## src/rtl/quad_decoder.sv

```systemverilog
// Quadrature decoder: synchronizes asynchronous A/B phases, decodes gray-code
// transitions into step/direction/error pulses and keeps a wrapping position.
// Optional feature: define QUAD_DECODER_ERR_CNT_EN to add the saturating
// 8-bit err_cnt output.
module quad_decoder #(
    parameter int CNT_W       = 8,
    parameter int SYNC_STAGES = 2
) (
    input  logic             clk,
    input  logic             rst,
    input  logic             ena,
    input  logic             clr,
    input  logic             qa,
    input  logic             qb,
    output logic             step,
    output logic             up_down,
    output logic             hold,
    output logic             err,
    output logic [CNT_W-1:0] pos
`ifdef QUAD_DECODER_ERR_CNT_EN
    ,
    output logic [7:0]       err_cnt
`endif
);

    localparam int LAST = SYNC_STAGES - 1;

    typedef enum logic [1:0] {
        MOVE_NONE,
        MOVE_UP,
        MOVE_DOWN,
        MOVE_ILLEGAL
    } move_t;

    logic [SYNC_STAGES-1:0] sync_a;
    logic [SYNC_STAGES-1:0] sync_b;
    logic [1:0]             s;
    logic [1:0]             cur;
    logic [1:0]             prev;
    logic [2:0]             prime_cnt;
    logic [1:0]             diff;
    move_t                  move;

    // Position of a phase state along the up sequence 00->01->11->10.
    function automatic logic [1:0] gray_idx(input logic [1:0] st);
        case (st)
            2'b00:   gray_idx = 2'd0;
            2'b01:   gray_idx = 2'd1;
            2'b11:   gray_idx = 2'd2;
            default: gray_idx = 2'd3;
        endcase
    endfunction

    assign s = {sync_a[LAST], sync_b[LAST]};

    // Independent multi-flop synchronizers for each phase input.
    always_ff @(posedge clk or posedge rst) begin
        if (rst) begin
            sync_a <= '0;
            sync_b <= '0;
        end else begin
            sync_a <= {sync_a[SYNC_STAGES-2:0], qa};
            sync_b <= {sync_b[SYNC_STAGES-2:0], qb};
        end
    end

    // Classify the registered state against the previous one by gray distance.
    always_comb begin
        diff = gray_idx(cur) - gray_idx(prev);
        move = MOVE_NONE;
        case (diff)
            2'd1:    move = MOVE_UP;
            2'd3:    move = MOVE_DOWN;
            2'd2:    move = MOVE_ILLEGAL;
            default: move = MOVE_NONE;
        endcase
    end

    // Decode state, registered pulses and position counter.
    // The prime window spans the synchronizer fill plus the decode register,
    // so phases that are already non-zero at reset release seed prev/cur
    // directly instead of appearing as a transition out of the reset zeros.
    always_ff @(posedge clk or posedge rst) begin
        if (rst) begin
            cur       <= 2'b00;
            prev      <= 2'b00;
            prime_cnt <= 3'(SYNC_STAGES + 1);
            step      <= 1'b0;
            up_down   <= 1'b0;
            hold      <= 1'b0;
            err       <= 1'b0;
            pos       <= '0;
`ifdef QUAD_DECODER_ERR_CNT_EN
            err_cnt   <= '0;
`endif
        end else begin
            step <= 1'b0;
            err  <= 1'b0;
            hold <= 1'b0;
            if (prime_cnt != 3'd0) begin
                prime_cnt <= prime_cnt - 3'd1;
                cur       <= s;
                prev      <= s;
                if (!ena || clr) begin
                    pos <= '0;
`ifdef QUAD_DECODER_ERR_CNT_EN
                    err_cnt <= '0;
`endif
                end
            end else begin
                cur  <= s;
                prev <= cur;
                if (!ena) begin
                    pos <= '0;
`ifdef QUAD_DECODER_ERR_CNT_EN
                    err_cnt <= '0;
`endif
                end else begin
                    case (move)
                        MOVE_UP: begin
                            step    <= 1'b1;
                            up_down <= 1'b1;
                            pos     <= pos + CNT_W'(1);
                        end
                        MOVE_DOWN: begin
                            step    <= 1'b1;
                            up_down <= 1'b0;
                            pos     <= pos - CNT_W'(1);
                        end
                        MOVE_ILLEGAL: begin
                            err <= 1'b1;
`ifdef QUAD_DECODER_ERR_CNT_EN
                            if (err_cnt != 8'hFF) begin
                                err_cnt <= err_cnt + 8'd1;
                            end
`endif
                        end
                        default: begin
                            hold <= 1'b1;
                        end
                    endcase
                    // Clear overrides the position update but not the pulses.
                    if (clr) begin
                        pos <= '0;
`ifdef QUAD_DECODER_ERR_CNT_EN
                        err_cnt <= '0;
`endif
                    end
                end
            end
        end
    end

endmodule
```

## config.mk

```make
export PLATFORM = sky130hd
export DESIGN_NAME = quad_decoder
export DESIGN_NICKNAME = d
export VERILOG_FILES = /design/src/rtl/quad_decoder.sv
export SDC_FILE = /design/constraint.sdc
export NUM_CORES = 1
export LEC_CHECK = 0
export ABC_CLOCK_PERIOD_IN_PS = 5750
export BUFFER_PORTS_ARGS = -buffer_cell sky130_fd_sc_hd__buf_2
export CORE_MARGIN = 2
export CORE_UTILIZATION = 55
export CTS_CLUSTER_SIZE = 8
export DETAILED_ROUTE_END_ITERATION = 10
export HOLD_SLACK_MARGIN = 0.02
export PLACE_DENSITY = 0.85
export SLEW_MARGIN = 15
export SYNTH_ARGS = -nofsm -noshare
export SYNTH_HDL_FRONTEND = slang
export SYNTH_SLANG_ARGS = --single-unit
```

## constraint.sdc

```tcl
create_clock -name clk -period 5.75 [get_ports clk]
set_input_delay 0.2875 -clock clk [delete_from_list [all_inputs] [get_ports clk]]
set_output_delay 0.2875 -clock clk [all_outputs]
set_load 0.01 [all_outputs]
```

==> results.cfg <==
[routing]
wirelength_um = 2375
drc = 0
drt-wirelength-per-cell_um = 13.49
vias_per_cell = 5.591
dr.first_iter.drc_count = 34
via_count = 984
antenna_left = 0
drtPass1Iterations = 4

[layout]
n_antenna_cell = 0
multi_input_area_um2 = 660.6
n_fill_cell = 195
seq_area_um2 = 578.1
areaGrowthSynthToFinish_pct = 9.864
final_area_um2 = 1421
fin_nets = 166
layout_common_cells = 21 x dfrtp_1, 17 x buf_2, 13 x nor2_1
layout.cells.most_common = dfrtp_1
layout-drive-gt1-share = 0.2095
fin_cells = 176

[timing]
fin_tns_setup_ns = 0
rsz0062_at_grt = no
drv_slew = 0
tightest_slew_ns = 0.8440
relSlewSlack = 0.4367
finalHoldViolations = 0
fin_crit_ns = 3.327
setup_viol = 0
fin_crit_sh = 0.5786
timing.fmax_mhz = 300.6
skew_ns = 0.007754

[floorplanning]
ioPinCount = 18
initial_utilization = 0.5848
core_um2 = 2212
core.rowCount = 17
die_area_um2 = 2756
fp.dieW_um = 52.50
die_h_um = 52.50

[job]
drv_cap = 0

[yosys]
syn_area_per_cell_um2 = 9.952
synth_nets = 147
synthesis.area_um2 = 1294
synthArstFlopShare = 1.000
ys.flop_type = dfrtp_1
ys_seq_area_frac = 0.4468
synth_edf_count = 0
yosysWarnings = 0
ys_types = 40
synth-seq-cells = 23
syn_inst = 130

[worst_setup_path]
critPathSlowestCell = xnor3_2
required_ns = 6.01
crit_top_cell = ha_1
cp_max_fo = 10
critical_path_class = flop to flop
endpoint_kind = flop
cp_cell_sequence = inv_1 > ha_1 > ha_1 > xnor3_2 > or2_1 > clkinv_4 > xnor2_1 > ha_1 > or3_1 > a21oi_1 > nor3_1 > a21o_1 > a21oi_1 > or4_1 > nand3_1
arrival_ns = 3.58
crit_path_max_incr_delay_ns = 0.45
start_kind = flop

[clocking]
cts_hold_buf = 0
cts.repair.resized = 0
clockBufferDepth = 2
cts_tree = done
worstSkewPairLatency_ns = 0.31
root_buffer = clkbuf_4
cts_num_sinks = 23
clk_pin_slew_worst_paths_ns = 0.13
htree_num_levels = 1
post_cts_buffers = 0
cts_made_buffers = 3

[power_and_ir_drop]
p_leak_nw = 0.6809
peakVddDrop_v = 0.0002535
p_total_uw = 390.5
power-per-cell-area_nw_per_um2 = 274.7

[global_route]
grt_first_pass_wirelength_um = 4098
grt_usage = 0.2033
grt_pass1_vias = 919
globalRouteOverflowTotal = 0
grt_max_degree = 24
antenna_found_initial = 0

[place]
globalplace.congestion = 0.8745
placed_cells = 172
dpl_cell_area_um2 = 1394
port_buffers = 17
hpwl_um = 1772

[min_path]
hp-class = input pin to flop

[status]
status = finished, final reports clean
flip-flops by register name (all words and copies together) (netlist names):
name	cells
sync_a	2
cur	2
pos	8
prev	2
hold	1
sync_b	2
err	1
prime_cnt	3
up_down	1
step	1
power by group:
part / leakage (nW) / switching (mW) / total, mW / internal [mW]
sequential: 0.289 / 0.0111 / 0.187 / 0.176
clock: 0.0177 / 0.0489 / 0.0748 / 0.0259
combinational: 0.374 / 0.0758 / 0.129 / 0.0529
stage by stage:
step / hold WS [ns] / worst slack (ns) / utilization
6_report: 0.07941 / 2.423 / 0.6425
5_1_grt: 0.05176 / 2.155 / 0.6425
4_1_cts: 0.06501 / 2.444 / 0.6425
3_5_place_dp: 0.3426 / 2.496 / 0.6301
3_3_place_gp: 0.3314 / 2.569 / 0.6301
2_1_floorplan: 0.2879 / 2.731 / -
critical path: cells and delay by family, from the launching register on:
family,cells,cell delay (ns)
flip-flops,1,0.37
XOR/XNOR,2,0.61
adder cells (fa/ha/maj),3,0.69
AND/OR/NAND/NOR,5,1.15
buffers and inverters,2,0.21
AO/OA/AOI/OAI,3,0.26
synth_stat cells (2+ instances only):
cell type | n | share of area
dfrtp_1 | 21 | 0.41
o22ai_1 | 2 | 0.0097
a21oi_2 | 2 | 0.014
nand2_1 | 10 | 0.029
nand3_1 | 5 | 0.019
dfstp_2 | 2 | 0.041
xor2_1 | 2 | 0.014
nand4_1 | 3 | 0.015
nor2b_1 | 2 | 0.0097
a31oi_1 | 2 | 0.0097
xnor2_1 | 6 | 0.041
ha_1 | 11 | 0.11
nand2b_1 | 4 | 0.019
nor2_1 | 13 | 0.038
a21oi_1 | 9 | 0.035
o21ai_0 | 3 | 0.012
o21ai_1 | 3 | 0.012
inv_1 | 7 | 0.020
or3_1 | 2 | 0.0097
routing by layer:
layer / track usage / part of all wire / vias to the layer above / wire length [um]
met2: 0.3188 / 0.47 / 34 / 1128
met5: 0 / 0 / - / 0
met4: 0.06838 / 0.0097 / 0 / 23
li1: - / - / 488 / -
met3: 0.04286 / 0.057 / 2 / 136
met1: 0.2786 / 0.46 / 460 / 1086
worst paths after layout:
path / cells after the start / to / slack (ns) / startpoint
min in group asynchronous: 2 / pos[2]$_DFFE_PP0P_ / 0.12 / rst
max in group asynchronous: 2 / prev[1]$_DFF_PP0_ / 5.10 / rst
setup / recovery: 15 / pos[6]$_DFFE_PP0P_ / 2.42 / cur[0]$_DFF_PP0_
hold reg to reg: 0 / sync_b[1]$_DFF_PP0_ / 0.37 / sync_b[0]$_DFF_PP0_
hold / removal: 1 / sync_b[0]$_DFF_PP0_ / 0.08 / qb
setup reg to reg: 15 / pos[6]$_DFFE_PP0P_ / 2.42 / cur[0]$_DFF_PP0_
final cells by class:
cell class              count  share of cell area
repair buffers             17             0.05986
clock buffers               3             0.01585
well taps                  28             0.02465
clock inverters             1            0.003521
flip-flops and latches     23              0.4067
multi-input cells          96              0.4648
inverters                   8             0.02465
logic make-up (layout without fill, tap and decap cells):
family | count (synthesis) | count (layout) | synth area share
simple gates | 47 | 47 | 0.1838
compound gates | 26 | 26 | 0.1238
flops | 23 | 23 | 0.4468
fa+ha+maj | 12 | 12 | 0.1141
buf+inv | 11 | 29 | 0.04255
xor+xnor | 9 | 9 | 0.07253
mux | 2 | 2 | 0.01644
(Power assumes the default switching activity.)
